## config.mk

```make
export PLATFORM = sky130hd
export DESIGN_NAME = apb_timer_slave
export DESIGN_NICKNAME = d
export VERILOG_FILES = /design/src/rtl/apb_timer_pkg.sv /design/src/rtl/apb_prot_mon.sv /design/src/rtl/apb_timer_slave.sv
export SDC_FILE = /design/constraint.sdc
export NUM_CORES = 1
export LEC_CHECK = 0
export BUFFER_PORTS_ARGS = -buffer_cell sky130_fd_sc_hd__buf_2
export CELL_PAD_IN_SITES_DETAIL_PLACEMENT = 0
export CELL_PAD_IN_SITES_GLOBAL_PLACEMENT = 1
export CORE_MARGIN = 5
export CORE_UTILIZATION = 40
export CTS_BUF_LIST = sky130_fd_sc_hd__clkbuf_2
export DETAILED_ROUTE_END_ITERATION = 10
export PLACE_DENSITY = 0.83
export SETUP_SLACK_MARGIN = 0.4
export SYNTH_ARGS = -nofsm -noshare
export SYNTH_HDL_FRONTEND = slang
export SYNTH_HIERARCHICAL = 1
export SYNTH_SLANG_ARGS = --single-unit
export TNS_END_PERCENT = 10
```

## constraint.sdc

```tcl
create_clock -name Pclk -period 2.6 [get_ports Pclk]
set_input_delay 0.39 -clock Pclk [delete_from_list [all_inputs] [get_ports Pclk]]
set_output_delay 0.39 -clock Pclk [all_outputs]
set_load 0.1 [all_outputs]
```

## src/rtl/apb_timer_pkg.sv

```systemverilog
// Shared constants and types for the APB timer completer.
// Register offsets, field bit positions and monitor states.
package apb_timer_pkg;

  localparam logic [31:0] ID_DEFAULT = 32'h5449_4D31;

  localparam logic [7:0] OFF_CTRL   = 8'h00;
  localparam logic [7:0] OFF_LOAD   = 8'h04;
  localparam logic [7:0] OFF_COUNT  = 8'h08;
  localparam logic [7:0] OFF_STATUS = 8'h0C;
  localparam logic [7:0] OFF_PRESC  = 8'h10;
  localparam logic [7:0] OFF_ID     = 8'h14;

  localparam logic [5:0] IDX_CTRL   = OFF_CTRL[7:2];
  localparam logic [5:0] IDX_LOAD   = OFF_LOAD[7:2];
  localparam logic [5:0] IDX_COUNT  = OFF_COUNT[7:2];
  localparam logic [5:0] IDX_STATUS = OFF_STATUS[7:2];
  localparam logic [5:0] IDX_PRESC  = OFF_PRESC[7:2];
  localparam logic [5:0] IDX_ID     = OFF_ID[7:2];

  localparam int CTRL_EN  = 0;
  localparam int CTRL_AR  = 1;
  localparam int CTRL_IRQ = 2;

  localparam int ST_EXP  = 0;
  localparam int ST_PERR = 1;

  typedef enum logic [1:0] {
    MON_IDLE,
    MON_SETUP,
    MON_ACCESS
  } mon_state_e;

endpackage

```

## src/rtl/apb_prot_mon.sv

```systemverilog
// APB protocol monitor: tracks transfer phases and
// pulses perr_set_o for one cycle on any violation.
module apb_prot_mon
  import apb_timer_pkg::*;
(
  input  logic        clk_i,
  input  logic        rst_ni,
  input  logic        psel_i,
  input  logic        penable_i,
  input  logic        pwrite_i,
  input  logic [31:0] paddr_i,
  output logic        perr_set_o
);

  mon_state_e  state_q, state_d;
  logic [31:0] addr_q, addr_d;
  logic        wr_q, wr_d;

  // State and latched SETUP attributes
  always_ff @(posedge clk_i or negedge rst_ni) begin
    if (!rst_ni) begin
      state_q <= MON_IDLE;
      addr_q  <= '0;
      wr_q    <= 1'b0;
    end else begin
      state_q <= state_d;
      addr_q  <= addr_d;
      wr_q    <= wr_d;
    end
  end

  // Phase transitions; SETUP cycles re-latch address and direction
  always_comb begin
    state_d    = state_q;
    addr_d     = addr_q;
    wr_d       = wr_q;
    perr_set_o = 1'b0;
    unique case (state_q)
      MON_IDLE: begin
        if (psel_i && !penable_i) begin
          state_d = MON_SETUP;
          addr_d  = paddr_i;
          wr_d    = pwrite_i;
        end else if (penable_i) begin
          perr_set_o = 1'b1;
        end
      end
      MON_SETUP: begin
        if (!psel_i) begin
          perr_set_o = 1'b1;
          state_d    = MON_IDLE;
        end else if (penable_i) begin
          state_d = MON_ACCESS;
          if ((paddr_i != addr_q) || (pwrite_i != wr_q))
            perr_set_o = 1'b1;
        end else begin
          perr_set_o = 1'b1;
          addr_d     = paddr_i;
          wr_d       = pwrite_i;
        end
      end
      MON_ACCESS: begin
        if (psel_i && !penable_i) begin
          state_d = MON_SETUP;
          addr_d  = paddr_i;
          wr_d    = pwrite_i;
        end else begin
          state_d = MON_IDLE;
        end
      end
      default: state_d = MON_IDLE;
    endcase
  end

endmodule

```

## src/rtl/apb_timer_slave.sv

```systemverilog
// Zero-wait-state APB completer with a prescaled
// down-counter timer, interrupt and sticky protocol error flag.
module apb_timer_slave
  import apb_timer_pkg::*;
#(
  parameter logic [31:0] ID_VALUE = ID_DEFAULT,
  parameter int          PRESC_W  = 8
) (
  input  logic        Pclk,
  input  logic        Presetn,
  input  logic        Psel,
  input  logic        Penable,
  input  logic        Pwrite,
  input  logic [31:0] Paddr,
  input  logic [31:0] Pwdata,
  output logic [31:0] Prdata,
  output logic        irq
);

  logic [5:0]         idx;
  logic               rd_setup, wr_acc;
  logic               wr_ctrl, wr_load, wr_stat, wr_presc;
  logic               tick, exp_set, perr_set;
  logic [31:0]        rdata;

  logic [2:0]         ctrl_q, ctrl_d;
  logic [31:0]        load_q, load_d;
  logic [31:0]        count_q, count_d;
  logic [1:0]         stat_q, stat_d;
  logic [PRESC_W-1:0] presc_q, presc_d;
  logic [PRESC_W-1:0] pcnt_q, pcnt_d;
  logic [31:0]        prdata_q, prdata_d;

  assign idx      = Paddr[7:2];
  assign rd_setup = Psel && !Penable && !Pwrite;
  assign wr_acc   = Psel && Penable && Pwrite;
  assign wr_ctrl  = wr_acc && (idx == IDX_CTRL);
  assign wr_load  = wr_acc && (idx == IDX_LOAD);
  assign wr_stat  = wr_acc && (idx == IDX_STATUS);
  assign wr_presc = wr_acc && (idx == IDX_PRESC);
  assign tick     = ctrl_q[CTRL_EN] && (pcnt_q == presc_q);

  apb_prot_mon u_mon (
    .clk_i      (Pclk),
    .rst_ni     (Presetn),
    .psel_i     (Psel),
    .penable_i  (Penable),
    .pwrite_i   (Pwrite),
    .paddr_i    (Paddr),
    .perr_set_o (perr_set)
  );

  // Read-back mux over the decoded word offset
  always_comb begin
    rdata = '0;
    unique case (idx)
      IDX_CTRL:   rdata = {29'd0, ctrl_q};
      IDX_LOAD:   rdata = load_q;
      IDX_COUNT:  rdata = count_q;
      IDX_STATUS: rdata = {30'd0, stat_q};
      IDX_PRESC:  rdata = 32'(presc_q);
      IDX_ID:     rdata = ID_VALUE;
      default:    rdata = '0;
    endcase
  end

  // Register writes, prescaler, count and status next state
  always_comb begin
    ctrl_d   = ctrl_q;
    load_d   = load_q;
    presc_d  = presc_q;
    count_d  = count_q;
    pcnt_d   = pcnt_q;
    stat_d   = stat_q;
    exp_set  = 1'b0;
    prdata_d = rd_setup ? rdata : prdata_q;

    if (!ctrl_q[CTRL_EN] || tick) pcnt_d = '0;
    else                          pcnt_d = pcnt_q + 1'b1;

    if (tick) begin
      if (count_q > 32'd1) begin
        count_d = count_q - 32'd1;
      end else begin
        exp_set = (count_q == 32'd1);
        count_d = ctrl_q[CTRL_AR] ? load_q : 32'd0;
      end
    end

    // A LOAD write overrides any coincident tick
    if (wr_load) begin
      load_d  = Pwdata;
      count_d = Pwdata;
      pcnt_d  = '0;
      exp_set = 1'b0;
    end
    if (wr_ctrl)  ctrl_d  = Pwdata[2:0];
    if (wr_presc) presc_d = Pwdata[PRESC_W-1:0];

    // Hardware set takes precedence over W1C
    if (wr_stat) stat_d = stat_q & ~Pwdata[1:0];
    if (exp_set)  stat_d[ST_EXP]  = 1'b1;
    if (perr_set) stat_d[ST_PERR] = 1'b1;
  end

  // State registers
  always_ff @(posedge Pclk or negedge Presetn) begin
    if (!Presetn) begin
      ctrl_q   <= '0;
      load_q   <= '0;
      count_q  <= '0;
      stat_q   <= '0;
      presc_q  <= '0;
      pcnt_q   <= '0;
      prdata_q <= '0;
    end else begin
      ctrl_q   <= ctrl_d;
      load_q   <= load_d;
      count_q  <= count_d;
      stat_q   <= stat_d;
      presc_q  <= presc_d;
      pcnt_q   <= pcnt_d;
      prdata_q <= prdata_d;
    end
  end

  assign Prdata = prdata_q;
  assign irq    = stat_q[ST_EXP] && ctrl_q[CTRL_IRQ];

endmodule

```

==> metrics list <==
- Run status: finished clean
- The synthesized netlist devotes 15.9% of its cell area to compound gates.
* Synth Warn #: 6
* Number of nets in the layout: 1121
- Power spread over the standard cell area amounts to 643 nW/um^2.
- Clock tree from TritonCTS: yes
- The floorplan has 51 rows.
- After detailed routing, the number of remaining DRC violations is 0.
- Maximum capacitance violations: 0
- Among the stages of the critical path, the cell type that occurs most often is sky130_fd_sc_hd__buf_4.
- Synthesized cell area: 7910 sq um
- The share of the Yosys chip area taken by registers is 48.1%.
* Relative contribution of combinational cells to total power: 34.4%
- The number of different library cells used by synthesis comes to 64.
- Of the total power, the clock network draws 21.9%.
- Cells with a size suffix above 1 make up 29.8% of the layout.
- The number of max-slew violations in the final report is 0.
- After detailed placement, the design holds a cell count of 1212.
- The wire-length estimate of the detail-placed layout is 16200 um.
- The die is 151 um tall.
- Launch point of the worst reg-to-reg path: count_q[0]
* Worst reg-to-reg setup slack: 370 ps
- Mux contribution to synthesized area: 6.51%
- In the routed layout, each cell is associated on average with a via count of 5.39.
* Final antenna-violating net count: 0
* Top cells by area, synth: sky130_fd_sc_hd__dfrtp_1 48%, sky130_fd_sc_hd__nand2_1 7.0%, sky130_fd_sc_hd__mux2_2 6.1%
- Area fraction of the dominant cell type after synthesis: 48.1%
- Endpoint of the worst setup timing path: count_q[31]
- The endpoint identified for the worst register-to-register timing path is count_q[31].
* Adder-Cell Fraction of Synth Area: 0.474%
- In this run the count of I/O pins placed on the die edge is 102.
* Critical path depth: 8
- In this run the worst path has a maximum fanout of 6.
- Clock-pin slew was measured on the worst setup and hold paths at 280 ps.
- Static Leakage: 4.58 nW
* Final hold violation count: 0
- In the synthesized netlist the async set-or-reset flop fraction comes to 100%.
- Element type at the critical path start: flip-flop
* Root cell of the clock tree: sky130_fd_sc_hd__clkbuf_2
- Slew HR: 58.4%
- Post-DP Area: 9240 sq um
* Post-route clock skew: 39.1 ps
- Across all setup checks in the final design, the least slack found is 370 ps.
- Total number of H-tree levels: 4
- Port buffer count: 101
- Counting along the longest clock path gives a buffer depth of 2.
- Horizontal extent of the die: 151 um
* Family of cells with the greatest summed delay on the critical path: simple AND/OR/NAND/NOR gates
- The most critical setup path has its startpoint at count_q[0].
* Core Box Area: 19500 sq um
- The routed design has 23200 um of wire.
- Across all layers, the routed design uses 7157 vias.
* Worst hold path type: in -> async
- Synth Area in XOR/XNOR: 6.31%
- Setup violations remaining at the end of the flow were counted as 0.
- Maximum VDD drop: 0.348 mV
- A synthesized cell averages 9.83 sq um.
* Clock latency on the worst-skew pair: 740 ps
- Once layout is done, the placed cells without fillers occupy 10400 sq um.
* Dominant synthesized flop cell: sky130_fd_sc_hd__dfrtp_1
- For the worst setup path, the data required time is 3260 ps.
- Total nets after synthesis: 877
- The floorplan step defined a die boundary enclosing 22700 sq um.
- The first routing iteration left 478 violations.
- Number of CTS-inserted buffers: 17
* Setup Crit Path Kind: reg -> reg
- # clock sinks: 152
* Routability congestion estimate from global placement: 0.858
* Share of power burned in registers: 43.7%
* Worst slack, placed: -41.1 ps
- Initial antenna violation count: 1
* Wire length of the first global-routing pass: 37100 um
- Cell internal power dissipation: 4.24 mW
- The initial utilization of the core area, before any placement, comes to 40.7%.
- Minimum clock period after layout: 2230 ps
* Total overflow reported by the global router: 0
* Actual slew at the worst max-slew pin: 622 ps
* Per-cell routed wire length: 17.4 um
- Count of flip-flops with a built-in enable after synthesis: 0
* Largest net degree at the start of global routing: 56
- After synthesis, the largest family of logic cells by area is simple AND/OR/NAND/NOR gates.
- Count of buffering cells on the critical path with inverters included: 2
* Share of the clock period used by the worst path: 85.8%
- Flop and latch count out of synthesis: 152
* Depth of the worst register-to-register path: 8
- Library cell contributing the largest single delay on the critical path: sky130_fd_sc_hd__dfrtp_2
* First drt pass iteration count: 7
- Critical path cell sequence: buf_4 -> nor4_1 -> nand2_1 -> buf_4 -> nor3_1 -> xor2_1 -> a221oi_2 -> nor2_1
- Slowest cell delay on critical path: 460 ps
- Net switching is 36.9% of the power.
- Relative to the synthesized area, the layout overhead comes to 32.0%.
- Maximum clock frequency: 448 MHz
* Crit path arrival time: 2890 ps
- Final instance count without filler cells: 1328
- Of the total synthesized cell area, the portion taken by AND, OR, NAND and NOR gates is 19.4%.
* Cell taking the most area after synthesis: sky130_fd_sc_hd__dfrtp_1
* Net switching power: 2.48 mW
* Gate count after technology mapping: 805
- CP Capture Type: flip-flop
- RSZ-0062 raised after global routing: true
- Total power consumption of the routed design: 6.71 mW
- In the final timing run, aggregate negative setup slack is 0 ps.
* Total track usage: 20.7%
- Via count of the first global-routing pass: 7009
[worst min path at each step]
| stage | from | to | slack, ps | cells after the start |
|---|---|---|---|---|
| finish | Presetn | u_mon/addr_q[31] | 150 | 2 |
| global route | Paddr[2] | u_mon/addr_q[2] | 70 | 3 |
| CTS | Penable | u_mon/state_q[0] | 10 | 4 |
| detailed placement | Presetn | u_mon/addr_q[27] | 390 | 1 |
| global placement | Presetn | u_mon/addr_q[13] | 390 | 1 |
| floorplan | Presetn | Prdata[0] | 90 | 0 |
[cells in the final DEF (no fill, tap or decap), drive strengths merged, types with 12 or more instances in the layout]
cell type / instances
a21oi: 21
a221oi: 29
a22oi: 19
buf: 203
clkbuf: 18
dfrtp: 152
dlygate4sd3: 67
inv: 16
mux2: 44
nand2: 148
nand3: 18
nand4: 12
nor2: 49
nor3: 31
nor4: 22
o21ai: 64
xnor2: 27
xor2: 30
[power groups by stage]
stage               sequential [mW]  combinational, mW  clock, mW
floorplan                      2.99               1.10          0
global placement               2.96               1.97          0
detailed placement             2.98               2.00          0
CTS                            2.93               2.11       1.52
global route                   2.98               2.49       1.63
finish                         2.93               2.31       1.47
[flip-flops by register name (all words and copies together), names as in the netlist]
register       cells
ctrl_q             3
u_mon/wr_q         1
u_mon/state_q      2
pcnt_q             8
u_mon/addr_q      32
Prdata            32
presc_q            8
stat_q             2
count_q           32
load_q            32
[synthesized netlist by cell type (2+ instances only)]
cell and number:
sky130_fd_sc_hd__a211oi_1 2, sky130_fd_sc_hd__a21oi_1 21, sky130_fd_sc_hd__a221oi_1 28, sky130_fd_sc_hd__a222oi_1 3, sky130_fd_sc_hd__a22o_1 5, sky130_fd_sc_hd__a22oi_1 18
sky130_fd_sc_hd__a31oi_1 3, sky130_fd_sc_hd__and2_1 5, sky130_fd_sc_hd__and3_1 4, sky130_fd_sc_hd__buf_2 17, sky130_fd_sc_hd__buf_4 3, sky130_fd_sc_hd__buf_6 5
sky130_fd_sc_hd__clkbuf_1 21, sky130_fd_sc_hd__dfrtp_1 152, sky130_fd_sc_hd__ha_1 3, sky130_fd_sc_hd__inv_1 6, sky130_fd_sc_hd__mux2_2 43, sky130_fd_sc_hd__mux2i_1 2
sky130_fd_sc_hd__nand2_1 148, sky130_fd_sc_hd__nand2b_1 6, sky130_fd_sc_hd__nand3_1 17, sky130_fd_sc_hd__nand4_1 11, sky130_fd_sc_hd__nor2_1 49, sky130_fd_sc_hd__nor2b_1 2
sky130_fd_sc_hd__nor3_1 25, sky130_fd_sc_hd__nor3_2 5, sky130_fd_sc_hd__nor3b_1 2, sky130_fd_sc_hd__nor4_1 18, sky130_fd_sc_hd__nor4_4 3, sky130_fd_sc_hd__o211ai_1 5
sky130_fd_sc_hd__o21a_1 9, sky130_fd_sc_hd__o21ai_0 55, sky130_fd_sc_hd__o21ai_1 9, sky130_fd_sc_hd__o22ai_1 3, sky130_fd_sc_hd__o2bb2ai_1 2, sky130_fd_sc_hd__o31ai_1 2
sky130_fd_sc_hd__or3_1 6, sky130_fd_sc_hd__or4_1 6, sky130_fd_sc_hd__xnor2_1 27, sky130_fd_sc_hd__xor2_1 30
[per-layer routing]
layer / vias up / wire length (um) / track usage, %
li1: 3408 / - / -
met1: 3507 / 10000 / 27.3
met2: 220 / 11600 / 35.3
met3: 22 / 1210 / 3.94
met4: 0 / 301 / 5.44
met5: - / 0 / 0
[logic make-up after synthesis]
kind of cell,Yosys count
AOI/OAI and AO/OA,180
adders and majority gates,3
DFF,152
muxes,46
xor gates and xnor gates,57
buffers and inverters,52
and+or+nand+nor,315
[metrics by stage]
step                      hold slack, ps  util, %
after floorplan                     94.4        -
after global routing                71.5     53.7
after detailed placement             391     47.5
after CTS                           11.8     52.6
final                                150     53.7
after global placement               393     47.5
[cell type report]
type,instances,area [sq um]
clock buffer,17,85.1
inverter,6,22.5
multi-input combinational,601,3980
clock inverter,15,178
fill,1786,9020
antenna,1,2.50
tap,265,332
sequential,152,3810
timing repair buffer,271,2040
[repair_timing]
| action | in CTS | in global routing |
|---|---|---|
| endpoints found under the hold margin | 241 | 1 |
| hold buffers | 66 | 1 |
| pin swaps | 2 | 8 |
| buffers inserted | 7 | 9 |
| setup endpoints to repair | 31 | 33 |
| cloned | 0 | 0 |
| gates resized for setup | 5 | 24 |
Power figures use the tool's default switching activity.
